File: config.mk
export PLATFORM = sky130hd
export DESIGN_NAME = ex_muldiv_unit_flat
export DESIGN_NICKNAME = d
export VERILOG_FILES = /design/src/rtl/ex_muldiv_unit_if.sv /design/src/rtl/ex_muldiv_unit.sv /design/src/flat_wrapper.sv
export SDC_FILE = /design/constraint.sdc
export NUM_CORES = 1
export LEC_CHECK = 0
export CORE_MARGIN = 2
export CORE_UTILIZATION = 49
export DETAILED_ROUTE_END_ITERATION = 6
export PLACE_DENSITY = 0.71
export SLEW_MARGIN = 0
export SYNTH_ARGS = -nofsm -noshare
export SYNTH_HDL_FRONTEND = slang
export SYNTH_SLANG_ARGS = --single-unit
File: constraint.sdc
create_clock -name clk -period 8.1 [get_ports clk]
set_clock_uncertainty 0.05 [all_clocks]
set_input_delay 0.81 -clock clk [delete_from_list [all_inputs] [get_ports clk]]
set_output_delay 0.81 -clock clk [all_outputs]
set_load 0.01 [all_outputs]
File: src/rtl/ex_muldiv_unit_if.sv
// Request/response bundle between execute and the M-extension multiply/divide unit.
// Latency: none, wires only.
// Backpressure: valid/ready on both the request and the response channel.
interface ex_muldiv_unit_if #(
    parameter int XLEN  = 32,
    parameter int TAG_W = 64
);
    logic              req_valid;
    logic              req_ready;
    logic [2:0]        req_funct3;
    logic [XLEN-1:0]   req_rs1;
    logic [XLEN-1:0]   req_rs2;
    logic [4:0]        req_rd;
    logic [TAG_W-1:0]  req_tag;
    logic              resp_valid;
    logic              resp_ready;
    logic [XLEN-1:0]   resp_data;
    logic [4:0]        resp_rd;
    logic [TAG_W-1:0]  resp_tag;

    modport master (
        output req_valid, req_funct3, req_rs1, req_rs2, req_rd, req_tag, resp_ready,
        input  req_ready, resp_valid, resp_data, resp_rd, resp_tag
    );

    modport slave (
        input  req_valid, req_funct3, req_rs1, req_rs2, req_rd, req_tag, resp_ready,
        output req_ready, resp_valid, resp_data, resp_rd, resp_tag
    );
endinterface

File: src/rtl/ex_muldiv_unit.sv
// Iterative RV32M/RV64M multiply/divide; MULDIV_EARLY_OUT_EN adds zero-operand / small-dividend early outs.
// Latency: XLEN+1 cycles from accept to resp_valid, 1 cycle on the fast paths.
// Backpressure: result held in DONE until resp_ready; req_ready only in IDLE without flush.
module ex_muldiv_unit #(
    parameter int XLEN  = 32,
    parameter int TAG_W = 64
) (
    input  logic                clk,
    input  logic                rst,
    input  logic                flush,
    ex_muldiv_unit_if.slave     io,
    output logic                busy
);
    localparam int CNT_W = $clog2(XLEN) + 1;
    localparam logic [CNT_W-1:0] LAST = CNT_W'(XLEN - 1);

    typedef enum logic [1:0] {IDLE, MUL, DIV, DONE} state_t;

    typedef struct packed {
        logic [2:0]       funct3;
        logic             neg;
        logic [4:0]       rd;
        logic [TAG_W-1:0] tag;
    } meta_t;

    state_t             state_q, state_d;
    logic [CNT_W-1:0]   cnt_q, cnt_d;
    logic [2*XLEN-1:0]  acc_q, acc_d;
    logic [XLEN-1:0]    opb_q, opb_d;
    meta_t              meta_q, meta_d;
    logic               resp_valid_q, resp_valid_d;
    logic [XLEN-1:0]    resp_data_q, resp_data_d;
    logic [4:0]         resp_rd_q, resp_rd_d;
    logic [TAG_W-1:0]   resp_tag_q, resp_tag_d;

    logic               accept, signed_a, signed_b, a_neg, b_neg, res_neg;
    logic [XLEN-1:0]    mag_a, mag_b;
    logic               div_zero, div_ovf, fast;
    logic [XLEN-1:0]    fast_data;

    logic [XLEN:0]      mul_sum;
    logic [2*XLEN-1:0]  mul_next, prod;
    logic [XLEN-1:0]    mul_res;
    logic [XLEN:0]      div_sh, div_diff;
    logic [2*XLEN-1:0]  div_next;
    logic [XLEN-1:0]    div_raw, div_res;

    assign accept   = io.req_valid && io.req_ready;
    assign signed_a = (io.req_funct3 == 3'd1) || (io.req_funct3 == 3'd2) ||
                      (io.req_funct3 == 3'd4) || (io.req_funct3 == 3'd6);
    assign signed_b = (io.req_funct3 == 3'd1) || (io.req_funct3 == 3'd4) ||
                      (io.req_funct3 == 3'd6);
    assign a_neg    = signed_a && io.req_rs1[XLEN-1];
    assign b_neg    = signed_b && io.req_rs2[XLEN-1];
    assign mag_a    = a_neg ? -io.req_rs1 : io.req_rs1;
    assign mag_b    = b_neg ? -io.req_rs2 : io.req_rs2;
    // Remainder follows the dividend's sign; everything else follows a^b.
    assign res_neg  = (io.req_funct3[2] && io.req_funct3[1]) ? a_neg : (a_neg ^ b_neg);
    assign div_zero = io.req_funct3[2] && (io.req_rs2 == '0);
    assign div_ovf  = io.req_funct3[2] && !io.req_funct3[0] &&
                      (io.req_rs1 == {1'b1, {(XLEN-1){1'b0}}}) && (io.req_rs2 == '1);

    always_comb begin
        fast      = 1'b0;
        fast_data = '0;
        if (div_zero) begin
            fast      = 1'b1;
            fast_data = io.req_funct3[1] ? io.req_rs1 : '1;
        end else if (div_ovf) begin
            fast      = 1'b1;
            fast_data = io.req_funct3[1] ? '0 : io.req_rs1;
        end
`ifdef MULDIV_EARLY_OUT_EN
        else if (!io.req_funct3[2] && ((io.req_rs1 == '0) || (io.req_rs2 == '0))) begin
            fast      = 1'b1;
            fast_data = '0;
        end else if (io.req_funct3[2] && (mag_a < mag_b)) begin
            fast      = 1'b1;
            fast_data = io.req_funct3[1] ? io.req_rs1 : '0;
        end
`endif
    end

    // acc holds {partial high, multiplier} for MUL and {remainder, dividend/quotient} for DIV.
    assign mul_sum  = {1'b0, acc_q[2*XLEN-1:XLEN]} + (acc_q[0] ? {1'b0, opb_q} : '0);
    assign mul_next = {mul_sum, acc_q[XLEN-1:1]};
    assign prod     = meta_q.neg ? -mul_next : mul_next;
    assign mul_res  = (meta_q.funct3 == 3'd0) ? prod[XLEN-1:0] : prod[2*XLEN-1:XLEN];

    assign div_sh   = {acc_q[2*XLEN-1:XLEN], acc_q[XLEN-1]};
    assign div_diff = div_sh - {1'b0, opb_q};
    assign div_next = div_diff[XLEN] ? {div_sh[XLEN-1:0],   acc_q[XLEN-2:0], 1'b0}
                                     : {div_diff[XLEN-1:0], acc_q[XLEN-2:0], 1'b1};
    assign div_raw  = meta_q.funct3[1] ? div_next[2*XLEN-1:XLEN] : div_next[XLEN-1:0];
    assign div_res  = meta_q.neg ? -div_raw : div_raw;

    always_comb begin
        state_d      = state_q;
        cnt_d        = cnt_q;
        acc_d        = acc_q;
        opb_d        = opb_q;
        meta_d       = meta_q;
        resp_valid_d = resp_valid_q;
        resp_data_d  = resp_data_q;
        resp_rd_d    = resp_rd_q;
        resp_tag_d   = resp_tag_q;
        unique case (state_q)
            IDLE: if (accept) begin
                meta_d.funct3 = io.req_funct3;
                meta_d.neg    = res_neg;
                meta_d.rd     = io.req_rd;
                meta_d.tag    = io.req_tag;
                acc_d         = {{XLEN{1'b0}}, mag_a};
                opb_d         = mag_b;
                cnt_d         = '0;
                if (fast) begin
                    state_d      = DONE;
                    resp_valid_d = 1'b1;
                    resp_data_d  = fast_data;
                    resp_rd_d    = io.req_rd;
                    resp_tag_d   = io.req_tag;
                end else begin
                    state_d = io.req_funct3[2] ? DIV : MUL;
                end
            end
            MUL, DIV: begin
                acc_d = (state_q == MUL) ? mul_next : div_next;
                cnt_d = cnt_q + 1'b1;
                if (cnt_q == LAST) begin
                    state_d      = DONE;
                    resp_valid_d = 1'b1;
                    resp_data_d  = (state_q == MUL) ? mul_res : div_res;
                    resp_rd_d    = meta_q.rd;
                    resp_tag_d   = meta_q.tag;
                end
            end
            DONE: if (io.resp_ready) begin
                state_d      = IDLE;
                resp_valid_d = 1'b0;
            end
            default: state_d = IDLE;
        endcase
        // Flush overrides completion and handshake; the visible result fields keep their old value.
        if (flush && (state_q != IDLE)) begin
            state_d      = IDLE;
            resp_valid_d = 1'b0;
            resp_data_d  = resp_data_q;
            resp_rd_d    = resp_rd_q;
            resp_tag_d   = resp_tag_q;
        end
    end

    always_ff @(posedge clk) begin
        if (!rst) begin
            state_q      <= IDLE;
            cnt_q        <= '0;
            acc_q        <= '0;
            opb_q        <= '0;
            meta_q       <= '0;
            resp_valid_q <= 1'b0;
            resp_data_q  <= '0;
            resp_rd_q    <= '0;
            resp_tag_q   <= '0;
        end else begin
            state_q      <= state_d;
            cnt_q        <= cnt_d;
            acc_q        <= acc_d;
            opb_q        <= opb_d;
            meta_q       <= meta_d;
            resp_valid_q <= resp_valid_d;
            resp_data_q  <= resp_data_d;
            resp_rd_q    <= resp_rd_d;
            resp_tag_q   <= resp_tag_d;
        end
    end

    assign io.req_ready  = (state_q == IDLE) && !flush;
    assign io.resp_valid = resp_valid_q;
    assign io.resp_data  = resp_data_q;
    assign io.resp_rd    = resp_rd_q;
    assign io.resp_tag   = resp_tag_q;
    assign busy          = (state_q != IDLE);
endmodule

File: src/flat_wrapper.sv
// flat-port wrapper written by rule: the top's interface ports become plain ports
module ex_muldiv_unit_flat 
#(
    parameter int XLEN  = 32,
    parameter int TAG_W = 64
)
  (clk, rst, flush, busy, io_req_valid, io_req_funct3, io_req_rs1, io_req_rs2, io_req_rd, io_req_tag, io_resp_ready, io_req_ready, io_resp_valid, io_resp_data, io_resp_rd, io_resp_tag);
  ex_muldiv_unit_if #(.XLEN(XLEN), .TAG_W(TAG_W)) io_i ();
  input  logic clk;
  input  logic rst;
  input  logic flush;
  output logic busy;
  input wire logic [$bits(io_i.req_valid)-1:0] io_req_valid;
  input wire logic [$bits(io_i.req_funct3)-1:0] io_req_funct3;
  input wire logic [$bits(io_i.req_rs1)-1:0] io_req_rs1;
  input wire logic [$bits(io_i.req_rs2)-1:0] io_req_rs2;
  input wire logic [$bits(io_i.req_rd)-1:0] io_req_rd;
  input wire logic [$bits(io_i.req_tag)-1:0] io_req_tag;
  input wire logic [$bits(io_i.resp_ready)-1:0] io_resp_ready;
  output wire logic [$bits(io_i.req_ready)-1:0] io_req_ready;
  output wire logic [$bits(io_i.resp_valid)-1:0] io_resp_valid;
  output wire logic [$bits(io_i.resp_data)-1:0] io_resp_data;
  output wire logic [$bits(io_i.resp_rd)-1:0] io_resp_rd;
  output wire logic [$bits(io_i.resp_tag)-1:0] io_resp_tag;
  assign io_i.req_valid = io_req_valid;
  assign io_i.req_funct3 = io_req_funct3;
  assign io_i.req_rs1 = io_req_rs1;
  assign io_i.req_rs2 = io_req_rs2;
  assign io_i.req_rd = io_req_rd;
  assign io_i.req_tag = io_req_tag;
  assign io_i.resp_ready = io_resp_ready;
  assign io_req_ready = io_i.req_ready;
  assign io_resp_valid = io_i.resp_valid;
  assign io_resp_data = io_i.resp_data;
  assign io_resp_rd = io_i.resp_rd;
  assign io_resp_tag = io_i.resp_tag;
  ex_muldiv_unit #(.XLEN(XLEN), .TAG_W(TAG_W)) u_core (.clk(clk), .rst(rst), .flush(flush), .io(io_i), .busy(busy));
endmodule
==> impl_summary.log <==
[metrics] insertion delay of the later-clocked pin in the worst-skew pair: about 560 ps
[metrics] number of routed nets with antenna violations: 0
[metrics] clk buf depth: 3
[metrics] total number of vias: about 24000
[metrics] critical path type: flip-flop to flip-flop
[metrics] Yosys warnings: 0
[metrics] level count of the clock H-tree: 2
[metrics] count of hold-fix buffers inserted at cts: 0
[metrics] GRT Overall Usage: 0.3654
[metrics] ys flop type: sky130_fd_sc_hd__dfxtp_1
[metrics] Syn Nets: about 3200
[metrics] CTS tree: yes
[metrics] top cell type by total area after synthesis: sky130_fd_sc_hd__dfxtp_1
[metrics] highest-utilization routing layer at the global route stage: met2
[metrics] critical path fanouts, max: 20
[metrics] FF+latch area: 5588 µm²
[metrics] Final TNS setup: 0 ps
[metrics] worst path arrival time: ~7000 ps
[metrics] final-stage net count: around 3300
[metrics] Die Width: ~220 µm
[metrics] Setup violations, final: 0
[metrics] diode insertion count for antenna repair: 0
[metrics] post-synthesis sequential element count: between 200 and 300
[metrics] instance count of the mapped netlist: about 3000
[metrics] main area contributors after synthesis: sky130_fd_sc_hd__dfxtp_1 (26%), sky130_fd_sc_hd__nand2_1 (6.5%), sky130_fd_sc_hd__nor2_1 (6.1%)
[metrics] via count of the first global-routing pass: roughly 23000
[metrics] unrepaired setup endpoints after global routing: false
[metrics] Hold Vio Cnt, Final: 0
[metrics] worst vdd ir: approximately 250 µV
[metrics] clock-pin slew of the registers on the worst-case setup and hold paths: 60 ps
[metrics] area of the multi-input gates: 15120 µm²
[metrics] overall die area: between 40000 and 50000 µm²
[metrics] Crit. End Element: flip-flop
[metrics] startpoint of the lowest-slack register-to-register path: u_core.acc_q[31]$_SDFFE_PN0P_
[metrics] Root Buffer Master: sky130_fd_sc_hd__clkbuf_16
[metrics] number of placement rows: between 70 and 80
[metrics] setup repair bufs after CTS: 0
[metrics] CTS sink count: 279
[metrics] EDFF count, synth: 0
[metrics] global-route wire length before repair: between 100000 and 150000 µm
[metrics] routed wire length: 86950 µm
[metrics] Synth Area per Inst: just over 7 µm²
[metrics] power density normalized to cell area: just over 300 nW/µm²
[metrics] effective utilization at floorplan: 0.4957
[metrics] tightest slew margin relative to the limit: 0.07832
[metrics] cell-by-cell trace of the critical path: buf_4, inv_1, ha_1, inv_1, fa_1, a211oi_1, o21a_1, a211oi_1, o21a_1, or3_1, and3_1, a31oi_1, ha_1, nand2_1, or4_1, nor4_1, a211oi_1, or3_1, a211oi_2, a21oi_1, or4b_1, nand3_1
[metrics] slew at the pin closest to its max-slew limit: approximately 1400 ps
[metrics] flop-to-flop setup slack: between 1500 and 2000 ps
[metrics] antenna violations before repair: 1
[metrics] vias per std cell: approximately 6.5
[metrics] Critical Path Max Stage Delay: 720 ps
[metrics] largest net degree at the start of global routing: around 170
[metrics] core footprint: 44120 µm²
[metrics] hold worst-path end: u_core.meta_q[22]$_SDFFE_PN0P_
[metrics] dominant delay contributor by cell family on the critical path: simple AND/OR/NAND/NOR gates
[metrics] fmax: 152.3 MHz
[metrics] height of the die: 215.3 µm
[metrics] Cells on Worst Hold Path: 2
[metrics] share of the clock period used by the worst path after layout: 0.8106
[metrics] reg-to-reg endpoint: u_core.io.resp_data[28]$_SDFFE_PN0P_
[metrics] Min Clock Period, post-route: 6566 ps
[metrics] HP Class: flip-flop to flip-flop
[metrics] Initial DRC Count: 2421
[metrics] total of fill cells in the finished design: 4207
[metrics] met3 routing resource usage after global routing: 0.06497
[metrics] crit path buf inv count: 3
[metrics] HP Start: u_core.meta_q[22]$_SDFFE_PN0P_
[metrics] Detailed Place HPWL: roughly 64000 µm
[metrics] Req. time, crit path: ~8500 ps
[metrics] proportion of synthesized chip area in sequential cells: 0.2554
[metrics] fraction of layout instances using a drive strength above 1: 0.04387
[metrics] post-synthesis instance area: roughly 22000 µm²
[metrics] Placer Congestion: between 0.9 and 1
[metrics] iteration count of the initial detailed-routing pass: 6
[metrics] I/O Pins: between 200 and 250
[metrics] Crit path top cell by count: sky130_fd_sc_hd__a211oi_1
[metrics] met1 track demand over resource in global routing: 0.4613
[metrics] Remaining Overflow, GRT: 0
[metrics] count of max-cap constraint violations: 0
[metrics] Reg2Reg Depth: 22
[metrics] clock buffer count from CTS: 34
[metrics] DRC violations left: 0
[metrics] CP startpoint kind: flip-flop
[metrics] leakage dissipation: between 9 and 10 nW
[metrics] Gates resized, CTS repair: 0
[metrics] top cell type's share of synthesized area: 0.2554
[metrics] total power draw: between 7 and 8 mW
[metrics] Area Growth Syn to Fin: 17.31%
[metrics] global-route met2 utilization: 0.5940
[metrics] DR WL/cell: ~23 µm
[metrics] slowest stage cell on the critical path: sky130_fd_sc_hd__or3_1
[metrics] fin. max-slew vios: 0
[metrics] Port Buf Inserts: between 200 and 250
[metrics] number of distinct library cell variants in the gate-level netlist after synthesis: 86
[metrics] status: complete, no violations
[metrics] Async S/R FF share, synth: 0
flip-flops by register name (all words and copies together), names as in the netlist:
signal / flops
u_core.meta_q: 73
u_core.acc_q: 64
u_core.io.resp_tag: 64
u_core.io.resp_data: 32
u_core.opb_q: 32
u_core.cnt_q: 6
u_core.io.resp_rd: 5
u_core.state_q: 2
u_core.io.resp_valid: 1
synth_stat cells (51+ instances only):
cell type / n
sky130_fd_sc_hd__a21oi_1: 255
sky130_fd_sc_hd__nand3_1: 51
sky130_fd_sc_hd__clkbuf_1: 200
sky130_fd_sc_hd__nor2_1: 357
sky130_fd_sc_hd__xnor2_1: 81
sky130_fd_sc_hd__dfxtp_1: 279
sky130_fd_sc_hd__nor3_1: 68
sky130_fd_sc_hd__xor2_1: 59
sky130_fd_sc_hd__and2_1: 56
sky130_fd_sc_hd__ha_1: 74
sky130_fd_sc_hd__a211oi_1: 154
sky130_fd_sc_hd__mux2i_1: 131
sky130_fd_sc_hd__inv_1: 81
sky130_fd_sc_hd__nand2_1: 380
sky130_fd_sc_hd__o21ai_0: 179
final cells by class:
class                   count  share of cell area
well taps                 592             0.02887
clock buffers              50             0.03823
clock inverters             9            0.006779
repair buffers            280              0.1067
inverters                  82             0.01219
multi-input cells        2423              0.5894
flip-flops and latches    279              0.2178
where the power goes:
group | switching, mW | internal, mW
clock | 0.638 | 0.972
sequential | 0.274 | 1.58
combinational | 2.89 | 1.55
worst max-delay path by stage:
stage | start | end | slack [ps] | cells past startpoint
final | u_core.acc_q[31]$_SDFFE_PN0P_ | u_core.io.resp_data[28]$_SDFFE_PN0P_ | 1530 | 22
after global routing | u_core.acc_q[31]$_SDFFE_PN0P_ | u_core.io.resp_data[30]$_SDFFE_PN0P_ | 1280 | 22
after CTS | u_core.acc_q[31]$_SDFFE_PN0P_ | u_core.io.resp_data[30]$_SDFFE_PN0P_ | 1670 | 22
after detailed placement | u_core.acc_q[31]$_SDFFE_PN0P_ | u_core.io.resp_data[28]$_SDFFE_PN0P_ | 1710 | 22
after global placement | u_core.acc_q[31]$_SDFFE_PN0P_ | u_core.io.resp_data[30]$_SDFFE_PN0P_ | 1780 | 22
after floorplan | u_core.acc_q[31]$_SDFFE_PN0P_ | u_core.io.resp_data[30]$_SDFFE_PN0P_ | 1950 | 26
through the flow:
step / std cells / util / hold slack, ps / setup slack, ps / area (µm²)
floorplan: 3023 / - / 386.0 / 1947 / 21870
global placement: 3656 / 0.5553 / 390.6 / 1777 / 24500
detailed placement: 3656 / 0.5553 / 396.1 / 1710 / 24500
CTS: 3715 / 0.5815 / 404.1 / 1670 / 25660
global route: 3715 / 0.5815 / 420.8 / 1279 / 25660
finish: 3715 / 0.5815 / 403.4 / 1534 / 25660
placed cells by master (no fill, tap or decap), types with 11 or more instances in the layout:
| master | count |
|---|---|
| sky130_fd_sc_hd__and4_1 | 11 |
| sky130_fd_sc_hd__nor3_1 | 66 |
| sky130_fd_sc_hd__o21a_1 | 25 |
| sky130_fd_sc_hd__mux2i_1 | 131 |
| sky130_fd_sc_hd__clkdlybuf4s50_1 | 244 |
| sky130_fd_sc_hd__and3_1 | 20 |
| sky130_fd_sc_hd__o41ai_1 | 13 |
| sky130_fd_sc_hd__or4_1 | 18 |
| sky130_fd_sc_hd__a311oi_1 | 16 |
| sky130_fd_sc_hd__a21o_1 | 29 |
| sky130_fd_sc_hd__xor2_1 | 59 |
| sky130_fd_sc_hd__nor4_1 | 29 |
| sky130_fd_sc_hd__ha_1 | 72 |
| sky130_fd_sc_hd__a21oi_1 | 254 |
| sky130_fd_sc_hd__a22oi_1 | 16 |
| sky130_fd_sc_hd__o2111ai_1 | 13 |
| sky130_fd_sc_hd__nand3_1 | 51 |
| sky130_fd_sc_hd__buf_4 | 34 |
| sky130_fd_sc_hd__nand2_1 | 379 |
| sky130_fd_sc_hd__clkbuf_16 | 34 |
| sky130_fd_sc_hd__nor2_1 | 355 |
| sky130_fd_sc_hd__and2_1 | 55 |
| sky130_fd_sc_hd__o211ai_1 | 45 |
| sky130_fd_sc_hd__a211o_1 | 17 |
| sky130_fd_sc_hd__a31oi_1 | 28 |
| sky130_fd_sc_hd__o31ai_1 | 41 |
| sky130_fd_sc_hd__nand4_1 | 39 |
| sky130_fd_sc_hd__o311ai_0 | 14 |
| sky130_fd_sc_hd__xnor2_1 | 81 |
| sky130_fd_sc_hd__a211oi_1 | 154 |
| sky130_fd_sc_hd__inv_1 | 81 |
| sky130_fd_sc_hd__a41oi_1 | 11 |
| sky130_fd_sc_hd__or3_1 | 26 |
| sky130_fd_sc_hd__o21ai_0 | 178 |
| sky130_fd_sc_hd__dfxtp_1 | 277 |
layer usage:
layer  vias up  share of wire
li1      11200              -
met1     11410           0.41
met2      1105           0.46
met3       247          0.076
met4         2          0.056
met5         -        0.00015
tightest hold or removal path, cell delays in order, from the launching register on:
cell and delay [ps]:
sky130_fd_sc_hd__dfxtp_1 300, sky130_fd_sc_hd__nand2_1 50, sky130_fd_sc_hd__a21oi_1 50
cells by family after synthesis:
| family | Yosys count | share of synthesized area |
|---|---|---|
| simple gates | 1107 | 0.2308 |
| compound gates | 960 | 0.2919 |
| buf+inv | 321 | 0.05658 |
| flops | 279 | 0.2554 |
| xor+xnor | 140 | 0.05606 |
| mux | 140 | 0.06510 |
| fa+ha+maj | 76 | 0.04416 |
No activity file was read; power rests on OpenSTA's default activity.
